File: src/rtl/video_timing_pkg.sv
// Shared types and default 640x480@60 timing for the nn_rgb video timing generator.
package video_timing_pkg;

  typedef enum logic [1:0] {ACTIVE, FRONT, SYNC, BACK} vt_phase_t;

  localparam int DEF_H_ACTIVE = 640;
  localparam int DEF_H_FP     = 16;
  localparam int DEF_H_SYNC   = 96;
  localparam int DEF_H_BP     = 48;
  localparam int DEF_V_ACTIVE = 480;
  localparam int DEF_V_FP     = 10;
  localparam int DEF_V_SYNC   = 2;
  localparam int DEF_V_BP     = 33;
  localparam bit DEF_HS_POL   = 1'b0;
  localparam bit DEF_VS_POL   = 1'b0;

  function automatic int max_int(input int a, input int b);
    return (a > b) ? a : b;
  endfunction

endpackage

File: src/rtl/video_timing_if.sv
// vs/hs/de sync bundle with pixel coordinates and start pulses, as passed down the nn_rgb pipeline.
interface video_timing_if #(
  parameter int XW = 10,
  parameter int YW = 9
);
  logic          vs_out;
  logic          hs_out;
  logic          de_out;
  logic [XW-1:0] x_out;
  logic [YW-1:0] y_out;
  logic          frame_start;
  logic          line_start;

  modport master (output vs_out, hs_out, de_out, x_out, y_out, frame_start, line_start);
  modport slave  (input  vs_out, hs_out, de_out, x_out, y_out, frame_start, line_start);
endinterface

File: src/rtl/vtg_axis_counter.sv
// One raster axis: a position counter plus a phase register (ACTIVE/FRONT/SYNC/BACK) that tracks it.
module vtg_axis_counter #(
  parameter int ACTIVE = 640,
  parameter int FP     = 16,
  parameter int SYNC   = 96,
  parameter int BP     = 48,
  parameter int CW     = 10
) (
  input  logic                        clk,
  input  logic                        reset,
  input  logic                        step,
  output logic [CW-1:0]               cnt,
  output video_timing_pkg::vt_phase_t phase,
  output logic                        wrap
);

  localparam int TOTAL = ACTIVE + FP + SYNC + BP;
  localparam logic [CW-1:0] LAST_ACTIVE = CW'(ACTIVE - 1);
  localparam logic [CW-1:0] LAST_FRONT  = CW'(ACTIVE + FP - 1);
  localparam logic [CW-1:0] LAST_SYNC   = CW'(ACTIVE + FP + SYNC - 1);
  localparam logic [CW-1:0] LAST        = CW'(TOTAL - 1);

  logic [CW-1:0]               cnt_next;
  video_timing_pkg::vt_phase_t phase_next;

  assign wrap = (cnt == LAST);

  always_ff @(posedge clk or negedge reset) begin
    if (!reset) begin
      cnt   <= '0;
      phase <= video_timing_pkg::ACTIVE;
    end else if (step) begin
      cnt   <= cnt_next;
      phase <= phase_next;
    end
  end

  // The phase always describes the current count, so it moves on the last count of each region.
  always_comb begin
    cnt_next   = wrap ? '0 : cnt + 1'b1;
    phase_next = phase;
    case (phase)
      video_timing_pkg::ACTIVE: if (cnt == LAST_ACTIVE) phase_next = video_timing_pkg::FRONT;
      video_timing_pkg::FRONT:  if (cnt == LAST_FRONT)  phase_next = video_timing_pkg::SYNC;
      video_timing_pkg::SYNC:   if (cnt == LAST_SYNC)   phase_next = video_timing_pkg::BACK;
      video_timing_pkg::BACK:   if (wrap)               phase_next = video_timing_pkg::ACTIVE;
      default:                                          phase_next = video_timing_pkg::ACTIVE;
    endcase
  end

endmodule

File: src/rtl/video_timing_gen.sv
// Parameterised progressive raster timing source: registered vs/hs/de, pixel coordinates and start pulses.
module video_timing_gen
  import video_timing_pkg::*;
#(
  parameter int H_ACTIVE = DEF_H_ACTIVE,
  parameter int H_FP     = DEF_H_FP,
  parameter int H_SYNC   = DEF_H_SYNC,
  parameter int H_BP     = DEF_H_BP,
  parameter int V_ACTIVE = DEF_V_ACTIVE,
  parameter int V_FP     = DEF_V_FP,
  parameter int V_SYNC   = DEF_V_SYNC,
  parameter int V_BP     = DEF_V_BP,
  parameter bit HS_POL   = DEF_HS_POL,
  parameter bit VS_POL   = DEF_VS_POL
) (
  input  logic           clk,
  input  logic           reset,
  input  logic           en,
  video_timing_if.master vid
);

  localparam int H_TOTAL = H_ACTIVE + H_FP + H_SYNC + H_BP;
  localparam int V_TOTAL = V_ACTIVE + V_FP + V_SYNC + V_BP;
  localparam int CW      = $clog2(max_int(H_TOTAL, V_TOTAL));
  localparam int XW      = (H_ACTIVE > 1) ? $clog2(H_ACTIVE) : 1;
  localparam int YW      = (V_ACTIVE > 1) ? $clog2(V_ACTIVE) : 1;

  if (H_ACTIVE < 1 || H_FP < 1 || H_SYNC < 1 || H_BP < 1 ||
      V_ACTIVE < 1 || V_FP < 1 || V_SYNC < 1 || V_BP < 1) begin : g_param_check
    $fatal(1, "video_timing_gen: every timing parameter must be >= 1");
  end

  logic [CW-1:0] h_cnt, v_cnt;
  vt_phase_t     h_phase, v_phase;
  logic          h_wrap, v_wrap_unused;
  logic          v_step;
  logic          de_next;

  assign v_step  = en && h_wrap;
  assign de_next = (h_phase == ACTIVE) && (v_phase == ACTIVE);

  vtg_axis_counter #(
    .ACTIVE(H_ACTIVE), .FP(H_FP), .SYNC(H_SYNC), .BP(H_BP), .CW(CW)
  ) u_h_axis (
    .clk(clk), .reset(reset), .step(en),
    .cnt(h_cnt), .phase(h_phase), .wrap(h_wrap)
  );

  vtg_axis_counter #(
    .ACTIVE(V_ACTIVE), .FP(V_FP), .SYNC(V_SYNC), .BP(V_BP), .CW(CW)
  ) u_v_axis (
    .clk(clk), .reset(reset), .step(v_step),
    .cnt(v_cnt), .phase(v_phase), .wrap(v_wrap_unused)
  );

  // Outputs trail the counters by one edge; with en low everything freezes except the pulses.
  always_ff @(posedge clk or negedge reset) begin
    if (!reset) begin
      vid.de_out      <= 1'b0;
      vid.hs_out      <= ~HS_POL;
      vid.vs_out      <= ~VS_POL;
      vid.x_out       <= '0;
      vid.y_out       <= '0;
      vid.frame_start <= 1'b0;
      vid.line_start  <= 1'b0;
    end else if (en) begin
      vid.de_out      <= de_next;
      vid.hs_out      <= (h_phase == SYNC) ? HS_POL : ~HS_POL;
      vid.vs_out      <= (v_phase == SYNC) ? VS_POL : ~VS_POL;
      vid.x_out       <= de_next ? h_cnt[XW-1:0] : '0;
      vid.y_out       <= de_next ? v_cnt[YW-1:0] : '0;
      vid.frame_start <= (h_cnt == '0) && (v_cnt == '0);
      vid.line_start  <= (h_cnt == '0) && (v_phase == ACTIVE);
    end else begin
      vid.frame_start <= 1'b0;
      vid.line_start  <= 1'b0;
    end
  end

endmodule
File: src/flat_wrapper.sv
// flat-port wrapper written by rule: the top's interface ports become plain ports
module video_timing_gen_flat import video_timing_pkg::*;
#(
  parameter int H_ACTIVE = DEF_H_ACTIVE,
  parameter int H_FP     = DEF_H_FP,
  parameter int H_SYNC   = DEF_H_SYNC,
  parameter int H_BP     = DEF_H_BP,
  parameter int V_ACTIVE = DEF_V_ACTIVE,
  parameter int V_FP     = DEF_V_FP,
  parameter int V_SYNC   = DEF_V_SYNC,
  parameter int V_BP     = DEF_V_BP,
  parameter bit HS_POL   = DEF_HS_POL,
  parameter bit VS_POL   = DEF_VS_POL
)
  (clk, reset, en, vid_vs_out, vid_hs_out, vid_de_out, vid_x_out, vid_y_out, vid_frame_start, vid_line_start);
  video_timing_if vid_i ();
  input  logic clk;
  input  logic reset;
  input  logic en;
  output wire logic [$bits(vid_i.vs_out)-1:0] vid_vs_out;
  output wire logic [$bits(vid_i.hs_out)-1:0] vid_hs_out;
  output wire logic [$bits(vid_i.de_out)-1:0] vid_de_out;
  output wire logic [$bits(vid_i.x_out)-1:0] vid_x_out;
  output wire logic [$bits(vid_i.y_out)-1:0] vid_y_out;
  output wire logic [$bits(vid_i.frame_start)-1:0] vid_frame_start;
  output wire logic [$bits(vid_i.line_start)-1:0] vid_line_start;
  assign vid_vs_out = vid_i.vs_out;
  assign vid_hs_out = vid_i.hs_out;
  assign vid_de_out = vid_i.de_out;
  assign vid_x_out = vid_i.x_out;
  assign vid_y_out = vid_i.y_out;
  assign vid_frame_start = vid_i.frame_start;
  assign vid_line_start = vid_i.line_start;
  video_timing_gen #(.H_ACTIVE(H_ACTIVE), .H_FP(H_FP), .H_SYNC(H_SYNC), .H_BP(H_BP), .V_ACTIVE(V_ACTIVE), .V_FP(V_FP), .V_SYNC(V_SYNC), .V_BP(V_BP), .HS_POL(HS_POL), .VS_POL(VS_POL)) u_core (.clk(clk), .reset(reset), .en(en), .vid(vid_i));
endmodule
File: config.mk
export PLATFORM = sky130hd
export DESIGN_NAME = video_timing_gen_flat
export DESIGN_NICKNAME = d
export VERILOG_FILES = /design/src/rtl/video_timing_pkg.sv /design/src/rtl/video_timing_if.sv /design/src/rtl/vtg_axis_counter.sv /design/src/rtl/video_timing_gen.sv /design/src/flat_wrapper.sv
export SDC_FILE = /design/constraint.sdc
export NUM_CORES = 1
export LEC_CHECK = 0
export ABC_AREA = 1
export BUFFER_PORTS_ARGS = -buffer_cell sky130_fd_sc_hd__buf_2
export CORE_ASPECT_RATIO = 1.1
export CORE_UTILIZATION = 30
export DETAILED_ROUTE_END_ITERATION = 12
export SETUP_SLACK_MARGIN = 0.15
export SLEW_MARGIN = 10
export SYNTH_ARGS = -nofsm -noshare
export SYNTH_HDL_FRONTEND = slang
export SYNTH_HIERARCHICAL = 1
export SYNTH_SLANG_ARGS = --single-unit
File: constraint.sdc
create_clock -name clk -period 1.87 [get_ports clk]
set_input_delay 0.187 -clock clk [delete_from_list [all_inputs] [get_ports clk]]
set_output_delay 0.187 -clock clk [all_outputs]
set_load 0.02 [all_outputs]
==> run summary <==
Status - finished, final reports clean
Synth unique cells - 30
First-pass GRT wire length - 9640 µm
Routed length per placed instance - 11.0 µm
PwrDens - 924 mW/mm²
Final wirelength - 5570 µm
Synth Flop Type - dfrtp_1
CP max stage delay - 0.41 ns
M1 GR Usage - 0.160
Largest family of logic cells by synthesized area - simple AND/OR/NAND/NOR gates
Max Clock Skew - 0.00785 ns
Req. time, crit path - 2.11 ns
GR peak layer - met2
CTS tree - built
Final worst path period need - 1.67 ns
Router iterations before antenna repair - 4
Root buffer cell - clkbuf_8
Compound-cell area share of the yosys netlist - 0.0985
Synth area leaders - dfrtp_1, nand2_1, inv_1
Avg Synthesized Cell Area - 8.04 µm²
Post-DRT Antenna Nets - 0
Max-cap violations - 0
DR vias - 2230
Max Clk Rate - 600 MHz
CP max-delay cell - dfrtp_1
Crit Path Class - flip-flop to flip-flop
Maximum VDD drop - 0.287 mV
Worst-Skew Late Latency - 0.31 ns
IO Pins - 27
Layout overhead on the synthesized area - 19.2%
Post-synthesis async set-or-reset flop share - 1.00
Effective utilization at floorplan - 0.312
Worst-Margin Slew - 0.495 ns
Dpl cell area - 0.00311 mm²
Period Utilization, post-route - 0.891
RSZ-0062 raised after global routing - yes
CP max FO - 5
XOR/XNOR Fraction of Synth Area - 0.0189
Final Hold Viols - 0
Worst Path Arrival - 1.91 ns
Mux contribution to synthesized area - 0
Post-synth top cells - nand2_1, inv_1, dfrtp_1, nor2_1, nand3_1
Setup Viol. Count Final - 0
Design area - 0.00332 mm²
CP endpoint kind - flip-flop
Mapped cell area - 0.00278 mm²
Synthesized flop and latch total - 48
GR Layer Usage met3 - 0.0206
H-tree depth - 2
Count leader, synth - nand2_1
CTS Buf Count - 5
Overflow after GRT - 0
Port bufs - 26
Core ar. - 0.00892 mm²
Hpwl dp - 4170 µm
Die width - 93.8 µm
Clock slew at reported path FFs - 0.09 ns
GR Util All Layers - 0.126
Adder-Cell Fraction of Synth Area - 0.0629
Startpoint Class - flip-flop
DR vias/cell - 4.41
Die area - 0.00966 mm²
Cells after synthesis - 346
Sequence of cells on the critical path - ha_4 > nand3_4 > nor2_4 > nand2_2 > inv_4 > nand2_4 > nor3_4 > nand3_2 > nor2_2 > xor2_1
Routability cong. - 0.886
Syn nets - 363
Syn. warnings - 6
Post-Place Cells - 491
Largest net degree at the start of global routing - 31
Final TNS setup - 0 ns
Seq/Total Area, Yosys - 0.433
Row count - 36
Initial DRC Count - 87
Clock Sinks - 48
Hold crit path type - input pin to flip-flop
Top cell type's share of synthesized area - 0.414
Fin. max-slew vios - 0
Rel. slew slack - 0.670
Max Buffers Root-to-Sink - 2
Initial antenna violation count - 0
Routing usage on met2 - 0.213
Number of global-route vias before repair - 2181
Post-Layout Cell Count - 506
N_diodes - 0
Synth Area in Simple Gates - 0.283
Area leader, netlist - dfrtp_1
Worst hold margin - 0.323 ns
Die H - 103 µm
Residual DRC - 0
Nets - 408
P_leak - 1.77 nW
Layout Utilization - 0.372
Number of flops mapped to enable cells by yosys - 0
Layout cell share with drive strength beyond 1 - 0.278
## final cells by class
type,instances,area [µm²]
clock inverters,3,42.5
inverters,65,246
well taps,114,143
multi-input cells,227,1330
flip-flops and latches,48,1210
repair buffers,44,280
fillers,918,5600
clock buffers,5,68.8
## state kept, by name, indices dropped and copies added (netlist names)
name / cells
u_core/u_h_axis/cnt: 10
u_core/vid.x_out: 10
u_core/u_v_axis/cnt: 10
u_core/vid.y_out: 9
u_core/vid.frame_start: 1
u_core/u_v_axis/phase: 2
u_core/vid.line_start: 1
u_core/vid.de_out: 1
u_core/u_h_axis/phase: 2
u_core/vid.vs_out: 1
u_core/vid.hs_out: 1
## path summary, 6_finish.rpt
check,start,end,slack (ns),cells past startpoint
hold reg to reg,u_core/vid.x_out[4],u_core/vid.x_out[4],0.48,2
setup / recovery,u_core/u_h_axis/cnt[0],u_core/u_v_axis/cnt[8],0.20,10
setup reg to reg,u_core/u_h_axis/cnt[0],u_core/u_v_axis/cnt[8],0.20,10
max in group asynchronous,reset,u_core/u_h_axis/cnt[7],0.98,3
min in group asynchronous,reset,u_core/u_v_axis/phase[1],0.37,2
hold / removal,en,u_core/vid.hs_out,0.32,3
## logic make-up (layout without fill, tap and decap cells)
kind of cell / after synthesis / in the layout
compound gates: 38 / 38
xor+xnor: 6 / 6
fa+ha+maj: 14 / 14
buf+inv: 71 / 117
flops: 48 / 48
simple gates: 169 / 169
## what timing repair did
| item | 4_1_cts | 5_1_grt |
|---|---|---|
| pin swaps | 0 | 6 |
| setup buffers | 1 | 5 |
| setup endpoints to repair | 1 | 6 |
| endpoints found under the hold margin | 16 | 0 |
| resized for setup | 3 | 9 |
| hold buffers | 1 | 0 |
## placed cells by master (no fill, tap or decap), drive strengths merged
cell / instances
a21oi: 6
dfrtp: 46
dlygate4sd3: 1
nor3: 9
nand3: 27
bufinv: 1
a31oi: 1
xor2: 6
nand2: 89
or2: 3
clkinvlp: 1
o21ai: 28
clkbuf: 5
inv: 65
clkinv: 1
dfstp: 2
nor4: 1
buf: 43
nand4: 3
nor2: 37
o21bai: 2
a211oi: 1
ha: 14
## routing by layer
metal	vias to the layer above	part of all wire	wire length, µm
met3	6	0.031	172
met2	35	0.46	2550
met4	0	0.016	89
met5	-	0	0
li1	1160	-	-
met1	1029	0.50	2760
## power breakdown
part           total [W]  internal, W  switching (W)
combinational   0.000953     0.000365       0.000588
sequential       0.00135      0.00118       0.000175
clock           0.000758     0.000396       0.000362
total            0.00307      0.00194        0.00113
## metrics by stage
stage                     power (W)  setup slack (ns)
after CTS                   0.00305             0.191
after global placement      0.00223             0.197
after detailed placement    0.00225             0.116
after floorplan             0.00197             0.151
after global routing        0.00332            0.0375
final                       0.00307             0.204
## worst max-delay path, delay by kind of cell (launching register included)
kind / cells / cell delay [ns]
adder cells (fa/ha/maj): 1 / 0.17
XOR/XNOR: 1 / 0.15
AND/OR/NAND/NOR: 7 / 0.80
flip-flops: 1 / 0.41
buffers and inverters: 1 / 0.08
Note: power is estimated with default switching activity, not from simulation.
